## config.mk

```make
export PLATFORM = sky130hd
export DESIGN_NAME = seq_1010_generator
export DESIGN_NICKNAME = d
export VERILOG_FILES = /design/src/rtl/seq_1010_generator.sv
export SDC_FILE = /design/constraint.sdc
export NUM_CORES = 1
export LEC_CHECK = 0
export CAP_MARGIN = 40
export CORE_ASPECT_RATIO = 1.25
export CORE_UTILIZATION = 45
export CTS_BUF_LIST = sky130_fd_sc_hd__clkbuf_8
export CTS_CLUSTER_DIAMETER = 30
export DETAILED_ROUTE_END_ITERATION = 7
export PLACE_DENSITY = 0.74
export SETUP_SLACK_MARGIN = 0.1
export SLEW_MARGIN = 20
export SYNTH_ARGS = -nofsm -noshare
export SYNTH_HDL_FRONTEND = slang
export SYNTH_SLANG_ARGS = --single-unit
```

## constraint.sdc

```tcl
create_clock -name clk -period 2.2 [get_ports clk]
set_clock_uncertainty 0.1 [all_clocks]
set_input_delay 0.33 -clock clk [delete_from_list [all_inputs] [get_ports clk]]
set_output_delay 0.33 -clock clk [all_outputs]
set_load 0.005 [all_outputs]
```

## src/rtl/seq_1010_generator.sv

```systemverilog
// Burst generator for the serial pattern 1010, either chained (overlapping) or
// separated by a 00 gap, with a valid/ready output and a per-pattern marker.
module seq_1010_generator (
  input  logic       clk,
  input  logic       reset,
  input  logic       start,
  input  logic [3:0] reps,
  input  logic       overlap,
  input  logic       out_ready,
  output logic       out,
  output logic       out_valid,
  output logic       mark,
  output logic       busy,
  output logic       done,
  output logic [3:0] sent_count,
  output logic [2:0] state_dbg
);

  typedef enum logic [2:0] {
    IDLE = 3'd0,
    B1   = 3'd1,
    B0   = 3'd2,
    B1B  = 3'd3,
    B0B  = 3'd4,
    GAP0 = 3'd5,
    GAP1 = 3'd6,
    DONE = 3'd7
  } state_e;

  state_e     state_q, state_d;
  logic [3:0] reps_q, reps_d;
  logic       ovl_q, ovl_d;
  logic [3:0] cnt_q, cnt_d;
  logic       out_q, out_d;
  logic       valid_q, valid_d;
  logic       mark_q, mark_d;
  logic       busy_q, busy_d;
  logic       done_q, done_d;

  // Handshake: a bit moves on a rising edge with out_valid=1 and out_ready=1.
  // out_valid never drops without a transfer, and out/mark are stable while
  // out_valid=1 and out_ready=0 because the state only moves on a transfer.
  always_comb begin
    state_d = state_q;
    reps_d  = reps_q;
    ovl_d   = ovl_q;
    cnt_d   = cnt_q;
    case (state_q)
      IDLE: begin
        if (start) begin
          cnt_d = 4'd0;
          if (reps != 4'd0) begin
            reps_d  = reps;
            ovl_d   = overlap;
            state_d = B1;
          end else begin
            state_d = DONE;
          end
        end
      end
      B1:   if (out_ready) state_d = B0;
      B0:   if (out_ready) state_d = B1B;
      B1B:  if (out_ready) state_d = B0B;
      B0B: begin
        if (out_ready) begin
          cnt_d = cnt_q + 4'd1;
          if (cnt_d == reps_q)  state_d = DONE;
          else if (ovl_q)       state_d = B1B;
          else                  state_d = GAP0;
        end
      end
      GAP0: if (out_ready) state_d = GAP1;
      GAP1: if (out_ready) state_d = B1;
      DONE: state_d = IDLE;
      default: state_d = IDLE;
    endcase

    // Outputs are decoded from the next state so they register with it.
    out_d   = (state_d == B1) || (state_d == B1B);
    valid_d = (state_d == B1) || (state_d == B0) || (state_d == B1B) ||
              (state_d == B0B) || (state_d == GAP0) || (state_d == GAP1);
    mark_d  = (state_d == B0B);
    busy_d  = valid_d;
    done_d  = (state_d == DONE);
  end

  always_ff @(posedge clk) begin
    if (reset) begin
      state_q <= IDLE;
      reps_q  <= 4'd0;
      ovl_q   <= 1'b0;
      cnt_q   <= 4'd0;
      out_q   <= 1'b0;
      valid_q <= 1'b0;
      mark_q  <= 1'b0;
      busy_q  <= 1'b0;
      done_q  <= 1'b0;
    end else begin
      state_q <= state_d;
      reps_q  <= reps_d;
      ovl_q   <= ovl_d;
      cnt_q   <= cnt_d;
      out_q   <= out_d;
      valid_q <= valid_d;
      mark_q  <= mark_d;
      busy_q  <= busy_d;
      done_q  <= done_d;
    end
  end

  assign out        = out_q;
  assign out_valid  = valid_q;
  assign mark       = mark_q;
  assign busy       = busy_q;
  assign done       = done_q;
  assign sent_count = cnt_q;
  assign state_dbg  = state_q;

endmodule

```

Word-level counts from Yosys, hierarchy flattened

Cells that the tools add are included.

Input bits: 9
Output and inout port bits: 12
Flip-flop bits (word level): 16
Logic and storage cells: 51

Multiplexer cells: 14
Equal/unequal tests: 17
$add $sub $neg: 1
Reductions and logical operators: 11

Operators with widths:

| kind                  | count |
|---|---|
| $mux W3               | 10 |
| $eq A3 B3 Y1 const B  | 8 |
| $pmux W3 S8           | 1 |
| $eq A3 B2 Y1 const B  | 4 |
| $mux W4               | 2 |
| $pmux W4 S2           | 1 |
| $eq A3 B1 Y1 const B  | 2 |
| $logic_or A1 B1 Y1    | 6 |
| $reduce_and A3 Y1     | 2 |
| $add A4 B1 Y4 const B | 1 |
| $eq A4 B4 Y1          | 1 |
| $ne A2 B2 Y1 const B  | 2 |
| $reduce_bool A4 Y1    | 1 |
| $logic_not A3 Y1      | 1 |
| $reduce_bool A2 Y1    | 1 |

Depth between registers and ports, before layout

Word-level depth: 11
Mapped depth: 6
Depth with buffers taken out: 6

Worst setup path after synthesis

OpenSTA, ideal clock, no wires.

Kind: reg-to-reg
Start: register cnt_q[0] (netlist: sent_count[0])
End: register busy_q (netlist: busy)
Stages on the path, launching flop included: 7
Setup time: 151 ps
Setup slack: 367 ps
Required time: 1949 ps
Data arrival time: 1582 ps
Clock period less this slack: 1833 ps
Path buffers: 0
Path through: dfxtp_1 ha_1 xor2_1 nor3_1 nand4_1 a221oi_1 a311oi_2

Cells in the longest elaborated chain, start to end: 11
Elaborated cells on any way between the ends: 16
Classes of those cells: 1 x add/sub; 7 x eq/ne; 3 x mux; 5 x reduce/logical

Ends and longest elaborated chain:

| element                                             | RTL line | text |
|---|---|---|
| from (decl)                                         | 33       | `logic [3:0] cnt_q, cnt_d;` |
| from (signal assigned)                              | 102      | `cnt_q <= cnt_d;` |
| $add A4 B1 Y4 *                                     | 66       | `cnt_d = cnt_q + 4'd1;` |
| $eq A4 B4 Y1 *                                      | 67       | `if (cnt_d == reps_q) state_d = DONE;` |
| $mux W3 *                                           | 67       |  |
| $mux W3 *                                           | 65       | `if (out_ready) begin` |
| $pmux W3 S8 *                                       | 48       | `case (state_q)` |
| $eq A3 B1 Y1 / $eq A3 B2 Y1 (equally long branches) | 80       | `valid_d = (state_d == B1) \|\| (state_d == B0) \|\| (state_d == B1B) \|\|` |
| $logic_or A1 B1 Y1 (3 in series)                    | 80       |  |
| $logic_or A1 B1 Y1                                  | 81       | `(state_d == B0B) \|\| (state_d == GAP0) \|\| (state_d == GAP1);` |
| $logic_or A1 B1 Y1 *                                | 81       |  |
| to (signal assigned)                                | 106      | `busy_q <= busy_d;` |
| to (decl)                                           | 37       | `logic busy_q, busy_d;` |

Mark *: on every way between the ends. The rest lies on a longest branch, timed or not.
A chain may end at the register's enable or synchronous reset.

Worst setup path after layout

Start: input port reps[3]
End: register busy_q (netlist: busy)

Cells in the longest elaborated chain, start to end: 10
Elaborated cells on any way between the ends: 15
Classes of those cells: 6 x eq/ne; 3 x mux; 6 x reduce/logical

Ends and longest elaborated chain:

| element                                             | RTL line | text |
|---|---|---|
| from (decl)                                         | 7        | `input logic [3:0] reps,` |
| $reduce_bool A4 Y1 *                                | 52       | `if (reps != 4'd0) begin` |
| $mux W3 *                                           | 52       |  |
| $mux W3 *                                           | 50       | `if (start) begin` |
| $pmux W3 S8 *                                       | 48       |  |
| $eq A3 B1 Y1 / $eq A3 B2 Y1 (equally long branches) | 80       |  |
| $logic_or A1 B1 Y1 (3 in series)                    | 80       |  |
| $logic_or A1 B1 Y1                                  | 81       |  |
| $logic_or A1 B1 Y1 *                                | 81       |  |

Marks and branches as above.

==> run_results.csv <==
group,metric,value,unit
power,powerDensity,664.6,nW/um^2
final_layout,drive_gt1_share,15.57,%
synthesis,syn_nets,108,
synthesis,avgSynthCellArea,8.605,sq um
critical_path,critPathMaxFanout,5,
global_route,grt-ovfl-total,0,
global_route,grt_pass1_vias,705,
global_route,track_usage,21.34,%
sta,hold_viol,0,
power,ir_worst_vdd,0.0005562,V
critical_path,timing.critical_path.from_type,"input port",
routing,vias,796,
sta,finalCriticalPeriod,2.023,ns
floorplan,die_w,40.72,um
critical_path,end_kind,"flop",
final_layout,final_area,1154,sq um
clock_tree,clockBufferDepth,2,
routing,final_antenna_net_count,0,
sta,setup_violations,0,
sta,tightest_slew,0.5191,ns
clock_tree,clock_sink_count,16,
sta,rsz0062_at_grt,"no",
synthesis,synth_edf_count,0,
synthesis,syn_inst,98,
final_layout,n_antenna_cell,0,
synthesis,yosysWarnings,0,
sta,setup_tns,0,ns
final_layout,final_nets,133,
clock_tree,clk_pin_slew_worst_paths,0.06,ns
synthesis,syn-cell-area,843.3,sq um
synthesis,seq_area_frac_synth,37.98,%
synthesis,synth-seq-cells,16,
critical_path,worstPathArrival,2.09,ns
power,finalPower,766.7,uW
synthesis,async_reset_ff_share,0,%
place,dp_hpwl,1.345,mm
routing,first_iter_violations,11,
floorplan,die_area,2052,sq um
global_route,grt_max_degree,16,
routing,wl_per_cell,13.34,um
routing,drc,0,
synthesis,synth_area_leaders,"dfxtp_1, nor2_1, a22oi_1",
place,placed_area,1076,sq um
clock_tree,cts_tree,"done",
clock_tree,hold_buffers,0,
synthesis,synth.most_common_cell,"dfxtp_1",
outcome,status,"finished, final reports clean",
synthesis,yosysTopAreaCell,"dfxtp_1",
sta,finalCritPeriodShare,91.95,%
critical_path,cp.required,2.27,ns
floorplan,core_area,1765,sq um
synthesis,synthFlopType,"dfxtp_1",
sta,max_freq,494.3,MHz
power,leakage,0.0004581,uW
routing,drt_pass1_iterations,4,
clock_tree,insertion_delay,0.25,ns
sta,slew_headroom,65.35,%
job,cap_violations,0,
final_layout,utilization,65.34,%
place,place_ws,-0.1198,ns
routing,viasPerCell,5.645,
floorplan,ioPinCount,21,
routing,routed_wl,1.881,mm
place,port-buffer-count,20,
global_route,grt_pass1_wl,2.967,mm
synthesis,synthTopCellsByCount,"dfxtp_1, nor2_1, a21oi_1",
worst_hold_path,hold_class,"in2reg",
floorplan,rows,17,
sta,fin_ws,0.1771,ns
final_layout,area_growth,36.80,%
floorplan,die-height,50.40,um
synthesis,ys_types,35,
global_route,antenna_found_initial,0,
sta,maxSlewViolCount,0,
synthesis,synth_top_area_share,37.98,%
clock_tree,htree_levels,1,
critical_path,criticalPathCategory,"in2reg",
place,place_congestion,0.8293,
final_layout,nFillCells,155,
clock_tree,ctsRootBufferMaster,"clkbuf_8",
floorplan,start_util,47.77,%
clock_tree,cts_made_buffers,3,
## stage by stage
step | hold WS (ns) | std cells
6_report | 0.2803 | 141
4_1_cts | 0.4012 | 140
5_1_grt | 0.3161 | 141
3_5_place_dp | 0.3924 | 136
2_1_floorplan | 0.2979 | 98
3_3_place_gp | 0.3759 | 136
## registers in the layout, indices dropped and copies added (netlist names)
signal and count:
reps_q 4, sent_count 4, state_dbg 3, busy 1, done 1, mark 1
out 1, ovl_q 1
## placed cells by master, fill, tap and decap left out, types with 5 or more instances in the layout
cell | Yosys | layout
o21ai_0 | 5 | 5
buf_4 | 1 | 6
nand2_1 | 6 | 6
dfxtp_1 | 16 | 15
a21oi_1 | 7 | 7
a22oi_1 | 5 | 5
nor2_1 | 13 | 13
clkdlybuf4s50_1 | 0 | 17
## layer usage
layer / GRT usage, % / routed length (um) / vias to the layer above
met5: 0 / 0 / -
met4: 12.78 / 34 / 0
met3: 3.982 / 77 / 5
met2: 32.54 / 935 / 21
met1: 26.48 / 834 / 370
li1: - / - / 400
## worst max-delay path, cell delays in order
cell and delay (ns):
clkdlybuf4s50_1 0.42, or4_4 0.43, o41ai_2 0.34, o21ai_1 0.15, and2_4 0.21, a311oi_2 0.21
## cells by family (layout without fill, tap and decap cells)
| logic type | after synthesis | after routing | share of synthesized area [%] |
|---|---|---|---|
| compound gates | 26 | 26 | 22.85 |
| simple gates | 40 | 40 | 25.52 |
| fa+ha+maj | 1 | 1 | 1.483 |
| xor+xnor | 5 | 5 | 6.974 |
| flops | 16 | 16 | 37.98 |
| buf+inv | 10 | 34 | 5.193 |
## layout make-up
cell class                 count  area (sq um)  share of cell area (%)
tap                           19         23.77                   2.061
multi-input combinational     72         485.5                   42.08
clock buffer                   4         55.05                   4.772
sequential                    16         321.6                   27.87
timing repair buffer          26         252.7                   21.91
inverter                       4         15.01                   1.302
## timing repair
action                     in CTS  in global routing
buffers inserted                0                  1
setup endpoints to repair       0                  1
resized for setup               0                  5
## worst paths after layout
check	from	end	slack, ns	depth (start not counted)
worst max-delay path	reps[3]	busy$_SDFF_PP0_	0.18	6
worst min-delay path	reps[1]	reps_q[1]$_SDFFE_PP0P_	0.28	3
worst min register to register	ovl_q$_SDFFE_PP0P_	ovl_q$_SDFFE_PP0P_	0.40	2
worst max register to register	sent_count[0]$_SDFFE_PP0P_	busy$_SDFF_PP0_	0.32	6
## power breakdown
group,switching (uW),internal [uW]
clock,99.5,159
sequential,27.2,310
combinational,76.0,95.6
total,203,564
Power figures use the tool's default switching activity.
